### config.mk
export PLATFORM = sky130hd
export DESIGN_NAME = decoder_rr_arbiter
export DESIGN_NICKNAME = d
export VERILOG_FILES = /design/src/rtl/decoder_rr_arbiter.sv
export SDC_FILE = /design/constraint.sdc
export NUM_CORES = 1
export LEC_CHECK = 0
export ABC_AREA = 1
export BUFFER_PORTS_ARGS = -buffer_cell sky130_fd_sc_hd__buf_2
export CAP_MARGIN = 20
export CORE_UTILIZATION = 47
export CTS_BUF_LIST = sky130_fd_sc_hd__clkbuf_4 sky130_fd_sc_hd__clkbuf_8 sky130_fd_sc_hd__clkbuf_16
export CTS_CLUSTER_SIZE = 20
export DETAILED_ROUTE_END_ITERATION = 8
export PLACE_DENSITY = 0.75
export SYNTH_ARGS = -nofsm -noshare
export SYNTH_HDL_FRONTEND = slang
export SYNTH_SLANG_ARGS = --single-unit
### constraint.sdc
create_clock -name clk -period 3.5 [get_ports clk]
set_input_delay 0.35 -clock clk [delete_from_list [all_inputs] [get_ports clk]]
set_output_delay 0.35 -clock clk [all_outputs]
set_load 0.005 [all_outputs]
### src/rtl/decoder_rr_arbiter.sv
// Registered 8-way round-robin arbiter driving a 3-to-8 active-low decoder with a dead cycle between owners.
// Optional forced release after HOLD_MAX grant cycles is built when DRA_TIMEOUT_EN is defined.
module decoder_rr_arbiter #(
  parameter int unsigned HOLD_MAX = 16
) (
  input  logic       clk,
  input  logic       rst,
  input  logic [7:0] req,
  input  logic       done,
  output logic       A,
  output logic       B,
  output logic       C,
  output logic       en,
  output logic [7:0] gnt_n,
  output logic       timeout
);

  typedef enum logic [1:0] {
    IDLE  = 2'd0,
    GRANT = 2'd1,
    GAP   = 2'd2
  } state_t;

  state_t     state_reg, state_next;
  logic [2:0] own_reg, own_next;
  logic [2:0] last_reg, last_next;

  logic [7:0] rot_req;
  logic [2:0] win_offs;
  logic [2:0] win;
  logic       win_valid;
  logic       hold_hit;
  logic       forced_c;

  if (HOLD_MAX < 2 || HOLD_MAX > 255) begin : g_bad_hold_max
    $error("decoder_rr_arbiter: HOLD_MAX must be in 2..255");
  end

  // rot_req[gi] is the request of the index gi+1 places after the last winner.
  for (genvar gi = 0; gi < 8; gi++) begin : g_rot
    assign rot_req[gi] = req[3'(last_reg + 3'(gi) + 3'd1)];
  end

  always_comb begin
    win_offs = 3'd0;
    for (int i = 7; i >= 0; i--) begin
      if (rot_req[i]) win_offs = 3'(i);
    end
  end

  assign win_valid = |rot_req;
  assign win       = last_reg + win_offs + 3'd1;

`ifdef DRA_TIMEOUT_EN
  logic [7:0] hold_reg;

  assign hold_hit = (state_reg == GRANT) && (hold_reg == 8'(HOLD_MAX - 1));

  // Counter is zero whenever GRANT is entered because it clears on any non-staying cycle.
  always_ff @(posedge clk) begin
    if (rst) begin
      hold_reg <= 8'd0;
    end else if (state_reg == GRANT && state_next == GRANT) begin
      hold_reg <= hold_reg + 8'd1;
    end else begin
      hold_reg <= 8'd0;
    end
  end
`else
  assign hold_hit = 1'b0;
`endif

  always_comb begin
    state_next = state_reg;
    own_next   = own_reg;
    last_next  = last_reg;
    forced_c   = 1'b0;
    case (state_reg)
      IDLE, GAP: begin
        if (win_valid) begin
          state_next = GRANT;
          own_next   = win;
          last_next  = win;
        end else begin
          state_next = IDLE;
        end
      end
      GRANT: begin
        if (done || !req[own_reg] || hold_hit) begin
          state_next = GAP;
        end
        forced_c = hold_hit && !done && req[own_reg];
      end
      default: begin
        state_next = IDLE;
      end
    endcase
  end

  always_ff @(posedge clk) begin
    if (rst) begin
      state_reg <= IDLE;
      own_reg   <= 3'd0;
      last_reg  <= 3'd7;
    end else begin
      state_reg <= state_next;
      own_reg   <= own_next;
      last_reg  <= last_next;
    end
  end

  // Outputs are registered from the next-state values so they line up with state_reg/own_reg.
  always_ff @(posedge clk) begin
    if (rst) begin
      A       <= 1'b0;
      B       <= 1'b0;
      C       <= 1'b0;
      en      <= 1'b0;
      gnt_n   <= 8'hFF;
      timeout <= 1'b0;
    end else begin
      A       <= own_next[2];
      B       <= own_next[1];
      C       <= own_next[0];
      en      <= (state_next == GRANT);
      gnt_n   <= ~(8'(state_next == GRANT) << own_next);
      timeout <= forced_c;
    end
  end

endmodule

-- After elaboration in Yosys (flattened, before gate mapping)
Cells that the tools add are included.
- word-level logic and storage cells: 75
- input bits: 11
- register bits: 20
- output and inout port bits: 13
- add/sub/neg operators: 16
- magnitude comparators: 9
- shift-type cells: 1
- muxes and demuxes: 31
- reductions and logical operators: 6
- bitwise operators: 1
- equal/unequal tests: 3
- operator list (operator ; number):
    < comparator 3 x 4 -> 1 bit (second input constant) ; 9
    2-to-1 mux 3 bit ; 10
    adder 3 x 1 -> 3 bit (second input constant) ; 9
    binary-select mux 1 bit (select 3 bit) ; 9
    adder 3 bit (second input constant) ; 4
    2-to-1 mux 1 bit ; 10
    NOT 8 bit ; 1
    OR reduction 8 bit ; 1
    left shift 1 x 3 -> 8 bit ; 1
    adder 3 x 2 -> 3 bit (second input constant) ; 2
    == test 2 x 1 -> 1 bit (second input constant) ; 2
    case mux 2 bit (2 select lines) ; 1
    adder 3 bit ; 1
    == test 2 bit (second input constant) ; 1
    logical NOT 2 bit ; 1
    2-to-1 mux 2 bit ; 1
    AND reduction 2 bit ; 1
    OR reduction 2 bit ; 1
    logical NOT 1 bit ; 1
    logical OR 1 bit ; 1

-- Logic depth before layout (Yosys ltp)
Gate-level depths: netlist (run 1).
- word-level depth: 18
- depth in mapped cells: 23
- mapped depth without buffers: 22

-- Worst setup path after synthesis (run 1)
Ideal clock, no wire load.
- path type: register to register
- start: reg last_reg[1]
- end: reg gnt_n[2]
- period minus slack after synthesis: 2920 ps
- arrival: 2792 ps
- path buffers: 1
- library setup time: 127 ps
- cell stages (with the launch flop): 23
- setup slack: 580 ps
- required time: 3373 ps
- cells stage by stage: dfxtp_1 -> buf_2 -> inv_2 -> ha_1 -> inv_2 -> nand3_1 -> nand2_1 -> nand2_1 -> nand2_1 -> a31oi_1 -> o21ai_0 -> nand2_1 -> nand3_1 -> nand2_1 -> ha_1 -> inv_1 -> fa_1 -> xor2_1 -> nand3_1 -> nand2_1 -> nor2_1 -> nor2_2 -> nand3_1
- word-level cells in the longest chain between the ends: 18
- elaborated cells on any way between the ends: 48
- classes of those cells: 16 x add/sub; 1 x eq/ne; 1 x shift; 28 x mux; 1 x bitwise; 1 x reduce/logical
- ends and longest elaborated chain (what ; line ; text):
    from (decl) ; 26 ; logic [2:0] last_reg, last_next;
    from (signal assigned) ; 108 ; last_reg <= last_next;
    adder 3 bit ; 41 ; assign rot_req[gi] = req[3'(last_reg + 3'(gi) + 3'd1)];
    adder 3 x 1 -> 3 bit ; 41 ;
    binary-select mux 1 bit (select 3 bit) ; 41 ;
    2-to-1 mux 1 bit (not written as such) ; 41 ;
    2-to-1 mux 3 bit (8 in series) ; 47 ; if (rot_req[i]) win_offs = 3'(i);
    adder 3 bit ; 52 ; assign win = last_reg + win_offs + 3'd1;
    adder 3 x 1 -> 3 bit ; 52 ;
    2-to-1 mux 3 bit ; 80 ; if (win_valid) begin
    2-to-1 mux 3 bit ; 78 ; case (state_reg)
    left shift 1 x 3 -> 8 bit (*) ; 126 ; gnt_n <= ~(8'(state_next == GRANT) << own_next);
    NOT 8 bit (*) ; 126 ;
    to (signal assigned) ; 126 ;
    to (decl) ; 14 ; output logic [7:0] gnt_n,
Every way passes the cells marked *; elsewhere a longest branch is shown, timed or not. The select of a mux whose other input is x is not followed.
A chain may end at the register's enable or synchronous reset.

-- Final worst setup path (run 1)
Ends and elaborated chain as after synthesis.

==> qor.csv, run 1 <==
metric,value,unit
status,completed,
drc,0,
cp_top_family,simple AND/OR/NAND/NOR gates,
htreeDepth,1,
num_antenna_cells,0,
synth_area,0.00136,mm²
detail-route-antenna-nets,0,
top_layer,met4,
wl_per_cell,11.0,µm
ir_drop,0.623,mV
grt_pass1_wl,5270,µm
postSynthCellCount,216,
cts_buffer_depth,2,
setup_tns,0,ns
final_area,0.00152,mm²
die_w,55.7,µm
ctsHoldBuffers,0,
die_h,55.7,µm
p_per_area,1090,mW/mm²
setup_viol,0,
startpoint,last_reg[1],
dr.pass1.iters,4,
nets,257,
met3_length,93,µm
routed_wl,2980,µm
grt_pass1_vias,1209,
cts-root-buf,clkbuf_4,
drive_gt1_share,22.1,%
path_cells,inv_2 > ha_1 > inv_2 > nand3_1 > nand2_1 > nand2_1 > nand2_1 > a31oi_1 > o21ai_0 > nand2_1 > nand3_1 > nand2_1 > ha_1 > inv_1 > fa_1 > xor2_1 > nand3_1 > nand2_1 > nor2_1 > nor2_2 > nand3_1,
dieArea,0.00311,mm²
fp-row-count,19,
max_stage_delay,0.40,ns
synth_top_area_share,25.1,%
synthFlopType,dfxtp_1,
gp_congestion,0.835,
synth_cell_types,28,
async_reset_ff_share,0,%
critPathKind,reg -> reg,
grt_max_degree,14,
grt-ovfl-total,0,
clkSinkCount,17,
postSynthAreaPerCell,6.28,µm²
clkTransAtPathRegs,0.10,ns
hold_ws,0.312,ns
antenna_found_initial,0,
post_cts_resized,0,
cts_tree,yes,
synth.area.top_cells,"dfxtp_1 (25%), nand2_1 (23%), nand3_1 (11%)",
timing.critical_path.to_type,register,
start_util,49.2,%
clkLatencyLatePin,0.29,ns
min-delay-start,rst,
post-route-util,55.0,%
critPathRequiredTime,3.68,ns
via_count,1371,
finalCriticalPeriod,2.96,ns
fmax,0.338,GHz
grt_use_total,20.8,%
rsz0062_at_grt,no,
crit_buf_inv,3,
slowest_stage,ha_1,
drt-initial-drc-count,38,
hold_path.class,in -> reg,
leakage,0.847,nW
fin_crit_sh,84.6,%
cp_common_cell,nand2_1,
syn_nets,232,
wl_met1,1540,µm
r2r_start,last_reg[1],
detail_route.vias_per_cell,5.06,
crit_arrival,3.14,ns
yosysMostFrequentCell,nand2_1,
ys_ff_latch,17,
ys_warn_count,0,
met2_length,1330,µm
dpl_cell_area,0.00149,mm²
slew_viol_final,0,
synth_commonest_cells,"nand2_1 (84), nand3_1 (30), inv_1 (18), dfxtp_1 (17), nor2_1 (15)",
syn_to_final_growth,11.8,%
hold_viol_final,0,
largest_register_ffs,8,
io_pins,24,
yosys.area.top_type,dfxtp_1,
synth_edf_count,0,
worst_setup_path_start_kind,register,
ys_seq_area_share,25.1,%
cts_buffers,3,
fin_skew,0.00479,ns
worstPathMaxFanout,7,
io_buffers,22,
dpl.hpwl,2460,µm
cts_setup_buffers,0,
core_area,0.00276,mm²
cap_violations,0,
## cell usage in the layout (no fill, tap or decap), types with 4 or more instances in the layout
cell	Yosys	layout
nand2_1	84	84
inv_1	18	18
nand3_2	4	4
nand2_2	4	4
nand3_1	30	30
buf_2	1	22
o211ai_1	4	4
nor2_1	15	15
ha_1	4	4
o21ai_0	6	6
inv_2	5	5
dfxtp_1	17	17
## per-layer routing
| layer | vias to the layer above | global-route usage [%] |
|---|---|---|
| met5 | - | 0 |
| li1 | 731 | - |
| met2 | 19 | 33.7 |
| met1 | 617 | 30.0 |
| met4 | 0 | 4.29 |
| met3 | 4 | 2.09 |
## worst paths after layout
path,cells after the start,slack (ns),endpoint
min,2,0.31,own_reg[2]
max reg2reg,21,0.54,gnt_n[2]
min reg2reg,3,0.53,state_reg[1]
max,21,0.54,gnt_n[2]
## power breakdown
part / total [mW] / switching [mW] / leakage, nW / internal (mW)
Clock: 0.103 / 0.0607 / 0.0177 / 0.0425
Sequential: 0.305 / 0.0491 / 0.140 / 0.256
Combinational: 1.24 / 0.797 / 0.689 / 0.443
Total: 1.65 / 0.907 / 0.847 / 0.742
## final cells by class
class	instances	area (µm²)
clock buffers	3	22.5
clock inverters	1	5.00
fillers	280	1240
inverters	23	86.3
multi-input cells	171	892
flip-flops and latches	17	340
well taps	31	38.8
repair buffers	25	133
## through the flow
step           setup WS [ns]  instances  total power [mW]
2_1_floorplan          0.580        216              1.29
3_3_place_gp           0.619        267              1.52
3_5_place_dp           0.563        267              1.54
4_1_cts                0.546        271              1.65
5_1_grt                0.165        271              1.85
6_report               0.540        271              1.65
## logic make-up (layout without fill, tap and decap cells)
logic type	after synthesis	after routing	synth area share (%)
other	1	1	0.276
DFF	17	17	25.1
xor gates and xnor gates	2	2	1.84
and+or+nand+nor	146	146	49.9
adders and majority gates	5	5	5.16
AOI/OAI and AO/OA	16	16	7.83
buffers and inverters	28	52	9.22
muxes	1	1	0.737
## worst register-to-register path: stages, from the launching register on
cell and delay [ns]:
dfxtp_1 0.35, inv_2 0.08, ha_1 0.40, inv_2 0.10, nand3_1 0.11, nand2_1 0.07, nand2_1 0.06, nand2_1 0.06
a31oi_1 0.11, o21ai_0 0.09, nand2_1 0.06, nand3_1 0.06, nand2_1 0.06, ha_1 0.14, inv_1 0.05, fa_1 0.37
xor2_1 0.18, nand3_1 0.12, nand2_1 0.08, nor2_1 0.04, nor2_2 0.17, nand3_1 0.10
Power figures use the tool's default switching activity.
==> run 2: changes to the inputs <==
PLACE_DENSITY = 0.78   (was 0.75)
clock period = 2.5 ns   (was 3.5 ns; I/O delays follow)
==> qor.csv, run 2 (synthesized netlist as in run 1, its figures left out) <==
metric,value,unit
setup_viol,12,
post-route-util,64.9,%
num_antenna_cells,0,
largest_register_ffs,8,
grt_max_degree,14,
instances_no_fill,294,
final_common_cell,nand2_1,
pre_cts_ws,-0.319,ns
cap_violations,0,
fin_ws,-0.236,ns
antenna_found_initial,0,
fin_skew,0.00921,ns
grt_pass1_wl,6020,µm
path_cells,buf_4 > buf_4 > nand2_1 > nand3_2 > nand2_1 > nand2_1 > nand2_1 > a31oi_1 > o21ai_1 > nand2_1 > nand3_1 > nand2_1 > ha_2 > inv_2 > fa_2 > xor2_2 > inv_1 > nand2_2 > nand3_1 > nand2_2 > nand3_1,
drive_gt1_share,36.1,%
fin_crit_sh,109,%
r2r_start,last_reg[0],
cp_top_family,simple AND/OR/NAND/NOR gates,
hold_viol_final,0,
max_stage_delay,0.35,ns
worstPathMaxFanout,10,
clkLatencyLatePin,0.30,ns
start_util,49.2,%
critPathRequiredTime,2.68,ns
wl_per_cell,11.8,µm
nets,280,
grt_pass1_vias,1400,
slowest_stage,dfxtp_2,
cts-root-buf,clkbuf_4,
dpl.hpwl,2730,µm
core_area,0.00276,mm²
grt_use_total,24.0,%
dp.cells,288,
violations,negative setup slack,
timing.critical_path.to_type,register,
fp-row-count,19,
cts_tree,yes,
io_buffers,22,
status,finished with violations,
crit_buf_inv,4,
leakage,0.961,nW
gp_congestion,0.870,
drt-initial-drc-count,48,
grt-ovfl-total,0,
slew_viol_final,0,
detail-route-antenna-nets,0,
min-delay-start,rst,
via_count,1524,
syn_to_final_growth,31.8,%
crit_path_end,gnt_n[6],
clkTransAtPathRegs,0.11,ns
p_total,2.98,mW
reg2reg_slack,-0.24,ns
die_w,55.7,µm
startpoint,last_reg[0],
cts_buffer_depth,2,
hold_ws,0.211,ns
ir_drop,1.06,mV
worst_setup_path_start_kind,register,
ctsHoldBuffers,0,
r2r-end,gnt_n[6],
crit_arrival,2.92,ns
dr.pass1.iters,4,
cp_common_cell,nand2_1,
cp_num_cells,21,
htreeDepth,1,
cts_buffers,3,
drc,0,
finalCriticalPeriod,2.74,ns
hold_path.class,in -> reg,
detail_route.vias_per_cell,5.18,
rsz0062_at_grt,yes,
clkSinkCount,17,
io_pins,24,
critPathKind,reg -> reg,
reg2reg_depth,21,
p_per_area,1660,mW/mm²
fmax,0.365,GHz
routed_wl,3470,µm
dieArea,0.00311,mm²
die_h,55.7,µm
mostFrequentLayoutCells,"nand2_1 (78), nand3_1 (27), buf_4 (25)",
## run 2: cell count changes in the layout (fill, tap and decap cells not counted), sizes merged
cell,previous run,this run
buf,25,48
## run 2: worst min path at each step
stage / endpoint / slack [ns] / depth (start not counted)
6_report: own_reg[2] / 0.21 / 2
5_1_grt: own_reg[2] / 0.22 / 2
4_1_cts: own_reg[2] / 0.21 / 2
3_3_place_gp: state_reg[1] / 0.49 / 3
3_5_place_dp: state_reg[1] / 0.49 / 3
2_1_floorplan: own_reg[2] / 0.32 / 1
## run 2: where the power goes
part,internal (mW),switching [mW]
Sequential,0.365,0.0702
Clock,0.0596,0.0912
Combinational,1.03,1.36
Total,1.46,1.52
## run 2: final cells by class
type	instances	area (µm²)
sequential	17	345
inverter	23	93.8
timing repair buffer	48	309
fill	256	968
clock buffer	3	22.5
multi-input combinational	171	975
tap	31	38.8
clock inverter	1	5.00
## run 2: timing repair
action / CTS / global route
hold endpoints to repair: 0 / 0
pin swaps: 2 / 0
gates resized for setup: 15 / 3
endpoints found under the setup margin: 12 / 12
buffers inserted: 2 / 0
## run 2: worst register-to-register path, cell delays in order, from the launching register on
cell,delay (ns)
dfxtp_2,0.35
buf_4,0.17
buf_4,0.13
nand2_1,0.09
nand3_2,0.09
nand2_1,0.07
nand2_1,0.06
nand2_1,0.07
a31oi_1,0.13
o21ai_1,0.07
nand2_1,0.05
nand3_1,0.06
nand2_1,0.07
ha_2,0.17
inv_2,0.04
fa_2,0.34
xor2_2,0.17
inv_1,0.07
nand2_2,0.09
nand3_1,0.12
nand2_2,0.12
nand3_1,0.08
## run 2: metal layers
metal,track usage [%],up-vias,wire [µm]
li1,-,776,-
met1,32.2,694,1570
met2,40.8,47,1670
met3,2.33,7,175
met4,7.14,0,53
met5,0,-,0
## run 2: stage by stage
stage / TNS (ns) / area [µm²]
floorplan: -1.09 / 1390
global placement: -1.39 / 1680
detailed placement: -2.56 / 1680
CTS: -2.01 / 1770
global route: -4.48 / 1790
finish: -2.12 / 1790
